<file path="config.mk">
export PLATFORM = sky130hd
export DESIGN_NAME = cpu_bootloader
export DESIGN_NICKNAME = d
export VERILOG_FILES = /design/src/rtl/cpu_bootloader.sv
export SDC_FILE = /design/constraint.sdc
export NUM_CORES = 1
export LEC_CHECK = 0
export ABC_CLOCK_PERIOD_IN_PS = 1950
export CAP_MARGIN = 5
export CORE_ASPECT_RATIO = 1.5
export CORE_MARGIN = 2
export CORE_UTILIZATION = 25
export CTS_BUF_LIST = sky130_fd_sc_hd__clkbuf_16
export CTS_CLUSTER_DIAMETER = 60
export DETAILED_ROUTE_END_ITERATION = 7
export SLEW_MARGIN = 10
export SYNTH_ARGS = -nofsm -noshare
export SYNTH_HDL_FRONTEND = slang
export SYNTH_SLANG_ARGS = --single-unit
</file>
<file path="constraint.sdc">
create_clock -name clk_i -period 1.95 [get_ports clk_i]
set_input_delay 0.195 -clock clk_i [delete_from_list [all_inputs] [get_ports clk_i]]
set_output_delay 0.195 -clock clk_i [all_outputs]
set_load 0.005 [all_outputs]
</file>
<file path="src/rtl/cpu_bootloader.sv">
// -----------------------------------------------------------------------------
// cpu_bootloader
//
// Loads a program image into CPU memory from a slow external pin interface.
// An external host raises start_i, then clocks words in on data_i using the
// asynchronous strobe_i pin. Each word is written to consecutive memory
// addresses with a single-cycle write pulse. While loading, the CPU is held in
// programming mode through bl_programm_o.
//
// Optional feature (macro CPU_BOOTLOADER_CHECKSUM_EN):
//   After the last word, one more strobed word is taken as a checksum. It is
//   compared with the XOR of all written words. A match ends in DONE. A
//   mismatch raises error_o and returns to IDLE. Without the macro, the last
//   write goes directly to DONE and error_o is tied low.
//
// Ports
//   clk_i              single clock, rising edge
//   reset_i            synchronous active-high reset
//   start_i            level; begins or restarts a load session in any state
//   strobe_i           asynchronous pin; each rising edge delivers one word
//   data_i             pin data, sampled on the cycle a strobe edge is detected
//   bl_programm_o      high while the CPU is held in programming mode
//   bl_address_o       memory write address (holds outside WRITE)
//   bl_data_o          memory write data (holds outside WRITE)
//   bl_write_en_mem_o  one-cycle memory write pulse
//   done_o             high after a complete, accepted session
//   error_o            checksum mismatch flag
// -----------------------------------------------------------------------------
module cpu_bootloader #(
   parameter int DATA_WIDTH           = 4,
   parameter int MEMORY_ADDRESS_WIDTH = 4,
   parameter int MEMORY_REGISTERS     = 16
) (
   input  logic                            clk_i,
   input  logic                            reset_i,
   input  logic                            start_i,
   input  logic                            strobe_i,
   input  logic [DATA_WIDTH-1:0]           data_i,
   output logic                            bl_programm_o,
   output logic [MEMORY_ADDRESS_WIDTH-1:0] bl_address_o,
   output logic [DATA_WIDTH-1:0]           bl_data_o,
   output logic                            bl_write_en_mem_o,
   output logic                            done_o,
   output logic                            error_o
);

   localparam logic [MEMORY_ADDRESS_WIDTH-1:0] LAST_ADDR =
      MEMORY_ADDRESS_WIDTH'(MEMORY_REGISTERS - 1);
   localparam logic [MEMORY_ADDRESS_WIDTH-1:0] ADDR_ZERO = {MEMORY_ADDRESS_WIDTH{1'b0}};
   localparam logic [MEMORY_ADDRESS_WIDTH-1:0] ADDR_ONE  = MEMORY_ADDRESS_WIDTH'(1'b1);
   localparam logic [DATA_WIDTH-1:0]           DATA_ZERO = {DATA_WIDTH{1'b0}};

`ifdef CPU_BOOTLOADER_CHECKSUM_EN
   typedef enum logic [2:0] {
      ST_IDLE  = 3'd0,
      ST_RECV  = 3'd1,
      ST_WRITE = 3'd2,
      ST_CHECK = 3'd3,
      ST_DONE  = 3'd4
   } state_t;

   // Accumulates the running checksum over one more written word.
   function automatic logic [DATA_WIDTH-1:0] checksum_step(
      input logic [DATA_WIDTH-1:0] acc,
      input logic [DATA_WIDTH-1:0] word
   );
      return acc ^ word;
   endfunction
`else
   typedef enum logic [2:0] {
      ST_IDLE  = 3'd0,
      ST_RECV  = 3'd1,
      ST_WRITE = 3'd2,
      ST_DONE  = 3'd4
   } state_t;
`endif

   state_t                          state_r;
   state_t                          state_next_s;
   logic [MEMORY_ADDRESS_WIDTH-1:0] count_r;
   logic [MEMORY_ADDRESS_WIDTH-1:0] count_next_s;
   logic [DATA_WIDTH-1:0]           word_r;
   logic [DATA_WIDTH-1:0]           word_next_s;
   logic [MEMORY_ADDRESS_WIDTH-1:0] addr_next_s;
   logic [DATA_WIDTH-1:0]           data_next_s;
   logic                            done_next_s;
   logic                            we_next_s;
   logic                            prog_next_s;

   logic                            strobe_meta_r;
   logic                            strobe_sync_r;
   logic                            strobe_prev_r;
   logic                            strobe_edge_s;

`ifdef CPU_BOOTLOADER_CHECKSUM_EN
   logic [DATA_WIDTH-1:0]           xor_r;
   logic [DATA_WIDTH-1:0]           xor_next_s;
   logic                            error_r;
   logic                            error_next_s;
`endif

   // Two-flop synchroniser for the strobe pin plus a third flop for edge detection.
   always_ff @(posedge clk_i) begin
      if (reset_i) begin
         strobe_meta_r <= 1'b0;
         strobe_sync_r <= 1'b0;
         strobe_prev_r <= 1'b0;
      end else begin
         strobe_meta_r <= strobe_i;
         strobe_sync_r <= strobe_meta_r;
         strobe_prev_r <= strobe_sync_r;
      end
   end

   assign strobe_edge_s = strobe_sync_r & ~strobe_prev_r;

   // Next-state and next-output logic. Outputs are computed for the state
   // being entered, so the registered outputs line up with that state.
   always_comb begin
      state_next_s = state_r;
      count_next_s = count_r;
      word_next_s  = word_r;
      addr_next_s  = bl_address_o;
      data_next_s  = bl_data_o;
      done_next_s  = done_o;
`ifdef CPU_BOOTLOADER_CHECKSUM_EN
      xor_next_s   = xor_r;
      error_next_s = error_r;
`endif

      if (strobe_edge_s) begin
         word_next_s = data_i;
      end else begin
         word_next_s = word_r;
      end

      // start_i restarts the session from every state; a WRITE already
      // under way has its pulse on the output this cycle, so it completes.
      if (start_i) begin
         state_next_s = ST_RECV;
         count_next_s = ADDR_ZERO;
         done_next_s  = 1'b0;
`ifdef CPU_BOOTLOADER_CHECKSUM_EN
         xor_next_s   = DATA_ZERO;
         error_next_s = 1'b0;
`endif
      end else begin
         case (state_r)
            ST_IDLE: begin
               state_next_s = ST_IDLE;
            end
            ST_RECV: begin
               if (strobe_edge_s) begin
                  state_next_s = ST_WRITE;
                  addr_next_s  = count_r;
                  data_next_s  = word_next_s;
               end else begin
                  state_next_s = ST_RECV;
               end
            end
            ST_WRITE: begin
`ifdef CPU_BOOTLOADER_CHECKSUM_EN
               xor_next_s = checksum_step(xor_r, bl_data_o);
`endif
               if (count_r == LAST_ADDR) begin
`ifdef CPU_BOOTLOADER_CHECKSUM_EN
                  state_next_s = ST_CHECK;
`else
                  state_next_s = ST_DONE;
                  done_next_s  = 1'b1;
`endif
               end else begin
                  count_next_s = count_r + ADDR_ONE;
                  state_next_s = ST_RECV;
               end
            end
`ifdef CPU_BOOTLOADER_CHECKSUM_EN
            ST_CHECK: begin
               if (strobe_edge_s) begin
                  if (word_next_s == xor_r) begin
                     state_next_s = ST_DONE;
                     done_next_s  = 1'b1;
                  end else begin
                     state_next_s = ST_IDLE;
                     error_next_s = 1'b1;
                  end
               end else begin
                  state_next_s = ST_CHECK;
               end
            end
`endif
            ST_DONE: begin
               state_next_s = ST_DONE;
            end
            default: begin
               state_next_s = ST_IDLE;
            end
         endcase
      end

      we_next_s   = (state_next_s == ST_WRITE);
      prog_next_s = (state_next_s == ST_RECV) || (state_next_s == ST_WRITE);
`ifdef CPU_BOOTLOADER_CHECKSUM_EN
      prog_next_s = prog_next_s | (state_next_s == ST_CHECK);
`endif
   end

   // State, counter, captured word and registered outputs.
   always_ff @(posedge clk_i) begin
      if (reset_i) begin
         state_r           <= ST_IDLE;
         count_r           <= ADDR_ZERO;
         word_r            <= DATA_ZERO;
         bl_programm_o     <= 1'b0;
         bl_address_o      <= ADDR_ZERO;
         bl_data_o         <= DATA_ZERO;
         bl_write_en_mem_o <= 1'b0;
         done_o            <= 1'b0;
      end else begin
         state_r           <= state_next_s;
         count_r           <= count_next_s;
         word_r            <= word_next_s;
         bl_programm_o     <= prog_next_s;
         bl_address_o      <= addr_next_s;
         bl_data_o         <= data_next_s;
         bl_write_en_mem_o <= we_next_s;
         done_o            <= done_next_s;
      end
   end

`ifdef CPU_BOOTLOADER_CHECKSUM_EN
   // Running checksum and mismatch flag.
   always_ff @(posedge clk_i) begin
      if (reset_i) begin
         xor_r   <= DATA_ZERO;
         error_r <= 1'b0;
      end else begin
         xor_r   <= xor_next_s;
         error_r <= error_next_s;
      end
   end

   assign error_o = error_r;
`else
   assign error_o = 1'b0;
`endif

endmodule
</file>
======== Word-level counts from Yosys, hierarchy flattened ========
Index checks and enable logic that the tools add are counted.
word-level totals
  register bits ........................... 25
  latch bits .............................. 0
  RAM bits ................................ 0
  bits in read-only memories .............. 0
  bits of input ports ..................... 8
  output and inout bits ................... 12
  word-level logic and storage cells ...... 32
  memories kept ........................... 0
operators by class
  $add $sub $neg .......................... 1
  $mul .................................... 0
  divide/modulo/power cells ............... 0
  $lt $le $gt $ge ......................... 0
  equality and inequality tests ........... 6
  shifts and indexed selects .............. 0
  muxes and demuxes ....................... 5
  bitwise operators ....................... 4
  reduce and logical (&&, ||, !) cells .... 5
operators by type and width
  kind                                                              number
  3-bit one-hot mux with 3 select lines                             1
  3-bit by 1-bit == test with 1-bit output (second input constant)  2
  3-bit by 2-bit == test with 1-bit output (second input constant)  2
  3-bit two-way mux                                                 2
  4-bit by 1-bit adder with 4-bit output (second input constant)    1
  4-bit == test (second input constant)                             1
  4-bit two-way mux                                                 1
  2-bit AND reduction                                               2
  3-bit == test (second input constant)                             1
  1-bit NOT                                                         3
  3-bit AND reduction                                               1
  2-bit two-way mux                                                 1
  2-bit OR reduction                                                1
  1-bit bitwise AND                                                 1
  1-bit logical OR                                                  1

======== Depth between registers and ports, before layout ========
Gate-level depths: netlist of the first run.
  depth in word-level cells ............... 7
  mapped depth ............................ 4
  mapped depth without buffers ............ 4

======== Least setup slack after synthesis of the first run ========
Ideal clock, no wire load.
  path kind ............................... register to register
  start ................................... register state_r[1]
  end ..................................... register bl_address_o[0]
  library setup time ...................... 0.072 ns
  data arrival time ....................... 1.403 ns
  required time ........................... 1.878 ns
  path slack .............................. 0.475 ns
  cell stages (with the launch flop) ...... 5
  buffers on the path ..................... 1
  period minus slack after synthesis ...... 1.475 ns
  cells stage by stage .................... dfxtp_1 -> or3b_1 -> buf_2 -> nor3_4 -> mux2i_1
on the way
  word-level cells in the longest chain between the ends .. 2
RTL lines
  element                                   RTL line  RTL
  from (decl)                               78        state_t state_r;
  from (signal assigned)                    220       state_r <= state_next_s;
  3-bit by 1-bit == test with 1-bit output  148       case (state_r)
  3-bit AND reduction (no source line)      --
  to (signal assigned)                      224       bl_address_o <= addr_next_s;
  to (decl)                                 40        output logic [MEMORY_ADDRESS_WIDTH-1:0] bl_address_o,
No other way between the ends.
A chain may end at the register's enable or synchronous reset.

======== Final worst setup path of the first run ========
  start ................................... register state_r[0]
  end ..................................... register bl_data_o[0]
on the way
  word-level cells in the longest chain between the ends .. 2
RTL lines
  element                                   RTL line  RTL
  3-bit by 1-bit == test with 1-bit output  148
  3-bit AND reduction (no source line)      --
  to (signal assigned)                      225       bl_data_o <= data_next_s;
  to (decl)                                 41        output logic [DATA_WIDTH-1:0] bl_data_o,
No other way between the ends.

==> results.yml, run 1 <==
critical_path:
  start_kind: "flip-flop"
  crit_fanout: 8
  worst_ep_arrival_time_ns: 1.80
  crit_path_end_kind: "flip-flop"
  cp.required_ns: 2.13
  crit_type: "flip-flop to flip-flop"
die:
  die_x_um: 52.5
  ios: 20
  std_cell_rows: 26
  die-area_um2: 4030
  start_util_pct: 26.1
  coreArea_um2: 3380
  die_y_um: 76.8
timing:
  fin_tns_setup_ns: 0
  finClkSkew_ns: 0.00145
  whs_ns: 0.444
  fin_crit_ns: 1.62
  drv_slew: 0
  rsz0062_at_grt: "false"
  period_share_pct: 83.3
  finalSetupViolations: 0
  slew_headroom_pct: 66.0
  worstMarginPinSlew_ns: 0.509
  report.final.hold_viol_count: 0
  fmax_ghz: 0.615
cells_and_area:
  diodes: 0
  fin_cells: 149
  drive_gt1_share_pct: 7.48
  nFillCells: 352
  area_growth_pct: 34.3
  multi_input_area_um2: 432
  regArea_um2: 420
  fin_nets: 117
drt:
  post_drt_wl_per_cell_um: 11.6
  drtAntennaViolNets: 0
  vias: 678
  avgViaCountPerCell: 4.55
  wirelength_um: 1730
  drc: 0
  drt_pass1_iterations: 3
  drt_iter0_drc: 19
yosys:
  yosysWarnings: 0
  yosys.area.top_type_share_pct: 47.6
  ys_seq_elements: 21
  syn_avg_cell_area_um2: 9.93
  syn_inst: 89
  synthArstFlopShare_pct: 0
  synth_area_leaders: "dfxtp_1, nand2b_1, mux2i_1"
  syn-cell-area_um2: 883
  ys_seq_area_share_pct: 47.6
  synth_ff_type: "dfxtp_1"
  syn_nets: 98
  yosysUniqueCellTypes: 29
  synth-edff-count: 0
  synth_top_cell_by_area: "dfxtp_1"
pwr:
  pwr_density_cell_nw_per_um2: 775
  p_clk_share_pct: 46.2
  internal-power_mw: 0.740
  vdd_drop_max_mv: 0.360
  power_leakage_nw: 0.406
  pwr-share-comb_pct: 6.0
  p_switching_mw: 0.179
  power.share.switching_pct: 19.4
  seq_power_share_pct: 47.8
clocking:
  cts_root_buffer: "clkbuf_16"
  ctsHtreeMaxLevel: 1
  cts_tree: "done"
  cts_resized: 0
  clock_sinks: 21
  worstSkewPairLatency_ns: 0.25
  post_cts_buffers: 0
  cts_buffers: 3
  cts_hold_buf: 0
  clk_pin_slew_worst_paths_ns: 0.06
  clock_tree.buffer_depth: 2
placement:
  dp_hpwl_um: 1190
  placed_cells: 145
  port_buffers: 18
  finalWeightedCongestion: 0.679
worst_hold_path:
  hp-class: "flip-flop to flip-flop"
global_routing:
  grt_pass1_wl_um: 2840
  grt_overflow: 0
  grt_max_degree: 17
  first_global_vias: 633
  grtUsageTotal_pct: 9.42
  antenna_found_initial: 0
job:
  max_cap_violations: 0
status:
  status: "complete, no violations"
-- power groups by stage --
stage | logic [mW] | clock network (mW) | registers, mW
final | 0.0552 | 0.425 | 0.439
after global routing | 0.0601 | 0.446 | 0.440
after CTS | 0.0559 | 0.427 | 0.439
after detailed placement | 0.0554 | 0 | 0.448
after global placement | 0.0547 | 0 | 0.448
after floorplan | 0.0315 | 0 | 0.448
-- critical path, stage by stage, from the launching register on --
cell	delay, ns
dfxtp_1	0.36
or3b_1	0.46
nor3_4	0.48
mux2i_1	0.25
-- path summary, 6_finish.rpt --
path,from,endpoint,slack (ns),cells past startpoint
hold reg to reg,strobe_meta_r,strobe_sync_r,0.44,1
setup / recovery,state_r[0],bl_data_o[0],0.33,3
hold / removal,strobe_meta_r,strobe_sync_r,0.44,1
setup reg to reg,state_r[0],bl_data_o[0],0.33,3
-- layout make-up --
cell class / instances / share of cell area, %
Clock inverter: 1 / 0.316
Multi-Input combinational cell: 61 / 36.4
Tap cell: 42 / 4.43
Timing Repair Buffer: 21 / 17.1
Clock buffer: 3 / 6.33
Sequential cell: 21 / 35.4
-- logic make-up after synthesis --
| logic type | Yosys count | synth area share (%) |
|---|---|---|
| other | 1 | 0.425 |
| adders and majority gates | 1 | 1.42 |
| DFF | 21 | 47.6 |
| muxes | 8 | 9.07 |
| and+or+nand+nor | 41 | 30.9 |
| AOI/OAI and AO/OA | 10 | 7.08 |
| buffers and inverters | 7 | 3.54 |
-- metrics by stage --
stage | area, µm² | setup WS (ns) | power [mW] | utilization [%]
finish | 1190 | 0.325 | 0.919 | 35.1
global placement | 1110 | 0.386 | 0.502 | 32.7
CTS | 1190 | 0.293 | 0.921 | 35.1
floorplan | 883 | 0.475 | 0.479 | -
global route | 1190 | 0.186 | 0.945 | 35.1
detailed placement | 1110 | 0.340 | 0.504 | 32.7
-- registers in the layout, indices dropped and copies added (netlist names) --
name / count
bl_programm_o: 1
bl_write_en_mem_o: 1
bl_data_o: 4
count_r: 4
done_o: 1
bl_address_o: 4
strobe_meta_r: 1
state_r: 3
strobe_prev_r: 1
strobe_sync_r: 1
-- layer usage --
| layer | vias up | part of all wire (%) | GRT usage (%) |
|---|---|---|---|
| met5 | - | 0 | 0 |
| met4 | 0 | 2.7 | 5.38 |
| met3 | 4 | 5.1 | 3.11 |
| met2 | 15 | 48 | 14.6 |
| met1 | 313 | 44 | 11.0 |
| li1 | 346 | - | - |
-- placed cells by master, fill, tap and decap left out, drive strengths merged --
master          n
conb            1
a41oi           1
nor2b           3
inv             1
nor2            1
nand4b          1
dfxtp          21
or3b            2
clkbuf          3
o21ai           1
a21boi          1
buf             3
o211ai          1
a21oi           5
mux2i           8
clkdlybuf4s50  18
nor4b           1
nand3           3
nor4            4
nor3b           1
and3            1
nand3b          1
nand2           1
ha              1
nand2b         19
and4b           1
nor3            2
a2111oi         1
-- synthesized netlist by cell type (3+ instances only) --
| cell type | number |
|---|---|
| a21oi_1 | 5 |
| clkbuf_1 | 5 |
| dfxtp_1 | 21 |
| mux2i_1 | 8 |
| nand2b_1 | 19 |
| nand3_1 | 3 |
| nor2b_1 | 3 |
| nor4_1 | 4 |
No activity file was read; power rests on OpenSTA's default activity.
==> run 2, diff against run 1 <==
ABC_CLOCK_PERIOD_IN_PS = 1700   (was 1950)
clock period = 1.7 ns   (was 1.95 ns; I/O delays follow)
==> run 2 against run 1 <==
Against the previous run: design area rose by 0.74%; clock skew rose by 0.0032 ns; sequential share of layout area fell by 0.26 points; worst hold slack improved by 0.0031 ns; core utilization rose by 0.26 points; cell count rose by 0.67%; sequential power rose by 15%; critical endpoint is now bl_address_o[1].
==> results.yml, run 2 (synthesis gave the netlist of run 1 again) <==
timing:
  fmax_ghz: 0.663
  worst_slack_ns: 0.192
  period_share_pct: 88.7
  fin_tns_setup_ns: 0
  finClkSkew_ns: 0.00469
  report.final.hold_viol_count: 0
  fin_crit_ns: 1.51
  finalSetupViolations: 0
  drv_slew: 0
  rsz0062_at_grt: "false"
drt:
  wirelength_um: 1760
  drc: 0
  avgViaCountPerCell: 4.59
  post_drt_wl_per_cell_um: 11.7
  drtAntennaViolNets: 0
  drt_iter0_drc: 22
  drt_pass1_iterations: 4
  vias: 689
die:
  start_util_pct: 26.1
  std_cell_rows: 26
  die-area_um2: 4030
  ios: 20
  die_y_um: 76.8
  die_x_um: 52.5
  coreArea_um2: 3380
placement:
  port_buffers: 18
  dp_slack_ns: 0.174
  finalWeightedCongestion: 0.641
  dp_hpwl_um: 1260
  placed_cell_area_um2: 1110
critical_path:
  max_stage_delay_ns: 0.47
  cp_slowest_cell: "or3b_1"
  start_kind: "flip-flop"
  rr_endpoint: "bl_address_o[1]"
  cp.required_ns: 1.87
  crit_type: "flip-flop to flip-flop"
  worst_ep_arrival_time_ns: 1.68
  r2r.worst_path.cells: 4
  worstReg2RegStart: "state_r[0]"
  rrSetupSlack_ns: 0.19
  crit_fanout: 8
  crit_path_end_kind: "flip-flop"
  crit_family: "simple AND/OR/NAND/NOR gates"
  cp.buffers_inverters: 1
  crit_chain: "or3b_1, nor3_4, buf_4, mux2i_1"
cells_and_area:
  reg.largest.list: "bl_address_o: 4 flops, bl_data_o: 4 flops, count_r: 4 flops"
  area_growth_pct: 35.3
  final_cell_mix: "dfxtp_1, nand2b_1, clkdlybuf4s50_1, mux2i_1, a21oi_1"
  layout_commonest_cell: "dfxtp_1"
  diodes: 0
  finalInstanceArea_um2: 1190
  fin_nets: 118
  drive_gt1_share_pct: 9.26
pwr:
  pwr_density_cell_nw_per_um2: 884
  vdd_drop_max_mv: 0.421
  power_leakage_nw: 0.410
clocking:
  cts_root_buffer: "clkbuf_16"
  cts_resized: 0
  post_cts_buffers: 0
  worstSkewPairLatency_ns: 0.25
  ctsHtreeMaxLevel: 1
  cts_buffers: 3
  clock_sinks: 21
  cts_hold_buf: 0
  clk_pin_slew_worst_paths_ns: 0.06
  cts_tree: "done"
  clock_tree.buffer_depth: 2
worst_hold_path:
  hp-class: "flip-flop to flip-flop"
  hold_end: "strobe_sync_r"
  worstHoldPathCells: 1
  min_from: "strobe_meta_r"
global_routing:
  grt_pass1_wl_um: 3060
  first_global_vias: 719
  antenna_found_initial: 0
  grt_overflow: 0
  grtUsageTotal_pct: 9.73
  grt_max_degree: 29
job:
  max_cap_violations: 0
status:
  status: "complete, no violations"
## run 2: cell count changes in the layout (fill, tap and decap cells not counted)
cell,before,now
clkinv_2,0,1
inv_1,1,0
buf_4,3,4
## run 2: worst max path at each step
stage	start	end	cells after the start
after floorplan	state_r[1]	bl_address_o[0]	4
after global placement	state_r[0]	bl_data_o[1]	4
after detailed placement	state_r[0]	bl_address_o[1]	4
after CTS	state_r[0]	bl_address_o[1]	4
after global routing	count_r[0]	state_r[2]	4
final	state_r[0]	bl_address_o[1]	4
## run 2: where the power goes
| group | switching [mW] | total [mW] | leakage, nW | internal, mW |
|---|---|---|---|---|
| sequential | 0.00355 | 0.503 | 0.170 | 0.500 |
| combinational | 0.0269 | 0.0632 | 0.198 | 0.0362 |
| clock | 0.175 | 0.490 | 0.0409 | 0.315 |
| total | 0.205 | 1.06 | 0.410 | 0.851 |
## run 2: routing by layer
layer | routed length [µm] | part of all wire (%) | GRT usage [%] | vias to the layer above
met5 | 0 | 0 | 0 | -
li1 | - | - | - | 346
met2 | 935 | 53 | 16.6 | 14
met4 | 34 | 1.9 | 5.38 | 0
met3 | 65 | 3.7 | 1.75 | 2
met1 | 721 | 41 | 10.8 | 327
## run 2: metrics by stage
| stage | utilization (%) | cells | hold WS (ns) | total power [mW] |
|---|---|---|---|---|
| 3_5_place_dp | 33.0 | 146 | 0.438 | 0.578 |
| 3_3_place_gp | 33.0 | 146 | 0.441 | 0.576 |
| 6_report | 35.3 | 150 | 0.447 | 1.06 |
| 2_1_floorplan | - | 89 | 0.298 | 0.550 |
| 4_1_cts | 35.3 | 150 | 0.458 | 1.07 |
| 5_1_grt | 35.3 | 150 | 0.488 | 1.10 |
## run 2: area by class of cell
class                      count  area, µm²
fill                         364       2190
tap                           42       52.6
sequential                    21        420
clock inverter                 1       5.00
timing repair buffer          22        210
clock buffer                   3       75.1
multi-input combinational     61        432
==> run 3, diff against run 2 <==
CORE_MARGIN = 4   (was 2)
==> run 3 against run 2 <==
Against the previous run: cell count grew 0.67%; largest power group unchanged; count of clock-buffer cells in the layout did not move; design area rose by 0.52%; clock skew shrank 0.0030 ns; register-to-register slack hardly changed; combinational power rose by 1%.
==> results.yml, run 3 (synthesis gave the netlist of run 1 again) <==
cells_and_area:
  diodes: 0
  drive_gt1_share_pct: 9.17
  nFillCells: 352
  area_growth_pct: 36.0
  final_util_pct: 35.2
  fin_nets: 119
  final_cell_mix: "dfxtp_1, nand2b_1, clkdlybuf4s50_1, mux2i_1"
  layout_commonest_cell: "dfxtp_1"
  reg.largest.list: "bl_address_o: 4 flops, bl_data_o: 4 flops, count_r: 4 flops"
  fin_cells: 151
die:
  coreArea_um2: 3420
  die-area_um2: 4570
  ios: 20
  std_cell_rows: 26
  start_util_pct: 25.9
  die_y_um: 80.8
  die_x_um: 56.5
timing:
  fmax_ghz: 0.668
  report.final.hold_viol_count: 0
  drv_slew: 0
  fin_tns_setup_ns: 0
  period_share_pct: 88.1
  worst_slack_ns: 0.203
  fin_crit_ns: 1.50
  finClkSkew_ns: 0.00174
  rsz0062_at_grt: "false"
  finalSetupViolations: 0
global_routing:
  grt_max_degree: 22
  antenna_found_initial: 0
  grtUsageTotal_pct: 8.48
  first_global_vias: 683
  grt_pass1_wl_um: 3030
  grt_overflow: 0
critical_path:
  start_kind: "flip-flop"
  worstReg2RegStart: "state_r[0]"
  crit_path_end_kind: "flip-flop"
  rrSetupSlack_ns: 0.20
  cp.buffers_inverters: 1
  max_stage_delay_ns: 0.46
  crit_fanout: 8
  cp.required_ns: 1.88
  worst_ep_arrival_time_ns: 1.67
  crit_cells: 4
  crit_chain: "or3b_1, nor3_4, buf_4, mux2i_1"
  crit_family: "simple AND/OR/NAND/NOR gates"
  crit_type: "flip-flop to flip-flop"
  setup.worst_path.start: "state_r[0]"
  cp_slowest_cell: "or3b_1"
  r2r.worst_path.cells: 4
  rr_endpoint: "bl_data_o[0]"
  crit_path_end: "bl_data_o[0]"
drt:
  avgViaCountPerCell: 4.59
  vias: 693
  drtAntennaViolNets: 0
  post_drt_wl_per_cell_um: 11.5
  drt_iter0_drc: 10
  wirelength_um: 1740
  drc: 0
  drt_pass1_iterations: 2
clocking:
  clk_pin_slew_worst_paths_ns: 0.05
  cts_root_buffer: "clkbuf_16"
  worstSkewPairLatency_ns: 0.25
  cts_tree: "done"
  clock_tree.buffer_depth: 2
  cts_hold_buf: 0
  cts_buffers: 3
  ctsHtreeMaxLevel: 1
  post_cts_buffers: 0
  clock_sinks: 21
  cts_resized: 0
placement:
  port_buffers: 18
  dp_slack_ns: 0.194
  finalWeightedCongestion: 0.723
  dp_hpwl_um: 1310
  placed_cells: 147
pwr:
  pwr_density_cell_nw_per_um2: 874
  power_leakage_nw: 0.416
  vdd_drop_max_mv: 0.492
job:
  max_cap_violations: 0
worst_hold_path:
  hp-class: "flip-flop to flip-flop"
status:
  status: "complete, no violations"
-- run 3: worst min path at each step --
stage | startpoint | endpoint | slack (ns) | cells after the start
after floorplan | strobe_i | strobe_meta_r | 0.30 | 1
after global placement | strobe_meta_r | strobe_sync_r | 0.44 | 1
after detailed placement | strobe_meta_r | strobe_sync_r | 0.43 | 1
after CTS | strobe_meta_r | strobe_sync_r | 0.45 | 1
after global routing | strobe_meta_r | strobe_sync_r | 0.47 | 1
final | strobe_meta_r | strobe_sync_r | 0.44 | 1
-- run 3: power by group --
part	switching (mW)	internal (mW)	total, mW
clock	0.169	0.313	0.482
sequential	0.00332	0.500	0.503
combinational	0.0264	0.0376	0.0640
total	0.199	0.851	1.05
-- run 3: layer usage --
| layer | wire, µm | share of wire [%] | global-route usage (%) | vias to the layer above |
|---|---|---|---|---|
| li1 | - | - | - | 350 |
| met1 | 710 | 41 | 8.03 | 323 |
| met2 | 882 | 51 | 15.4 | 16 |
| met3 | 92 | 5.3 | 2.23 | 4 |
| met4 | 58 | 3.3 | 6.41 | 0 |
| met5 | 0 | 0 | 0 | - |
-- run 3: area by class of cell --
cell class	instances	area [µm²]	area share, %
timing repair buffer	23	218	18.1
sequential	21	420	35.0
multi-input combinational	61	432	35.9
clock inverter	1	3.75	0.313
clock buffer	3	75.1	6.25
tap	42	52.6	4.38
-- run 3: metrics by stage --
step                      hold slack, ns  instance area [µm²]  total power [mW]
after floorplan                    0.298                  883             0.550
after global placement             0.435                 1120             0.578
after detailed placement           0.426                 1120             0.579
after CTS                          0.448                 1200              1.07
after global routing               0.465                 1200              1.10
final                              0.443                 1200              1.05
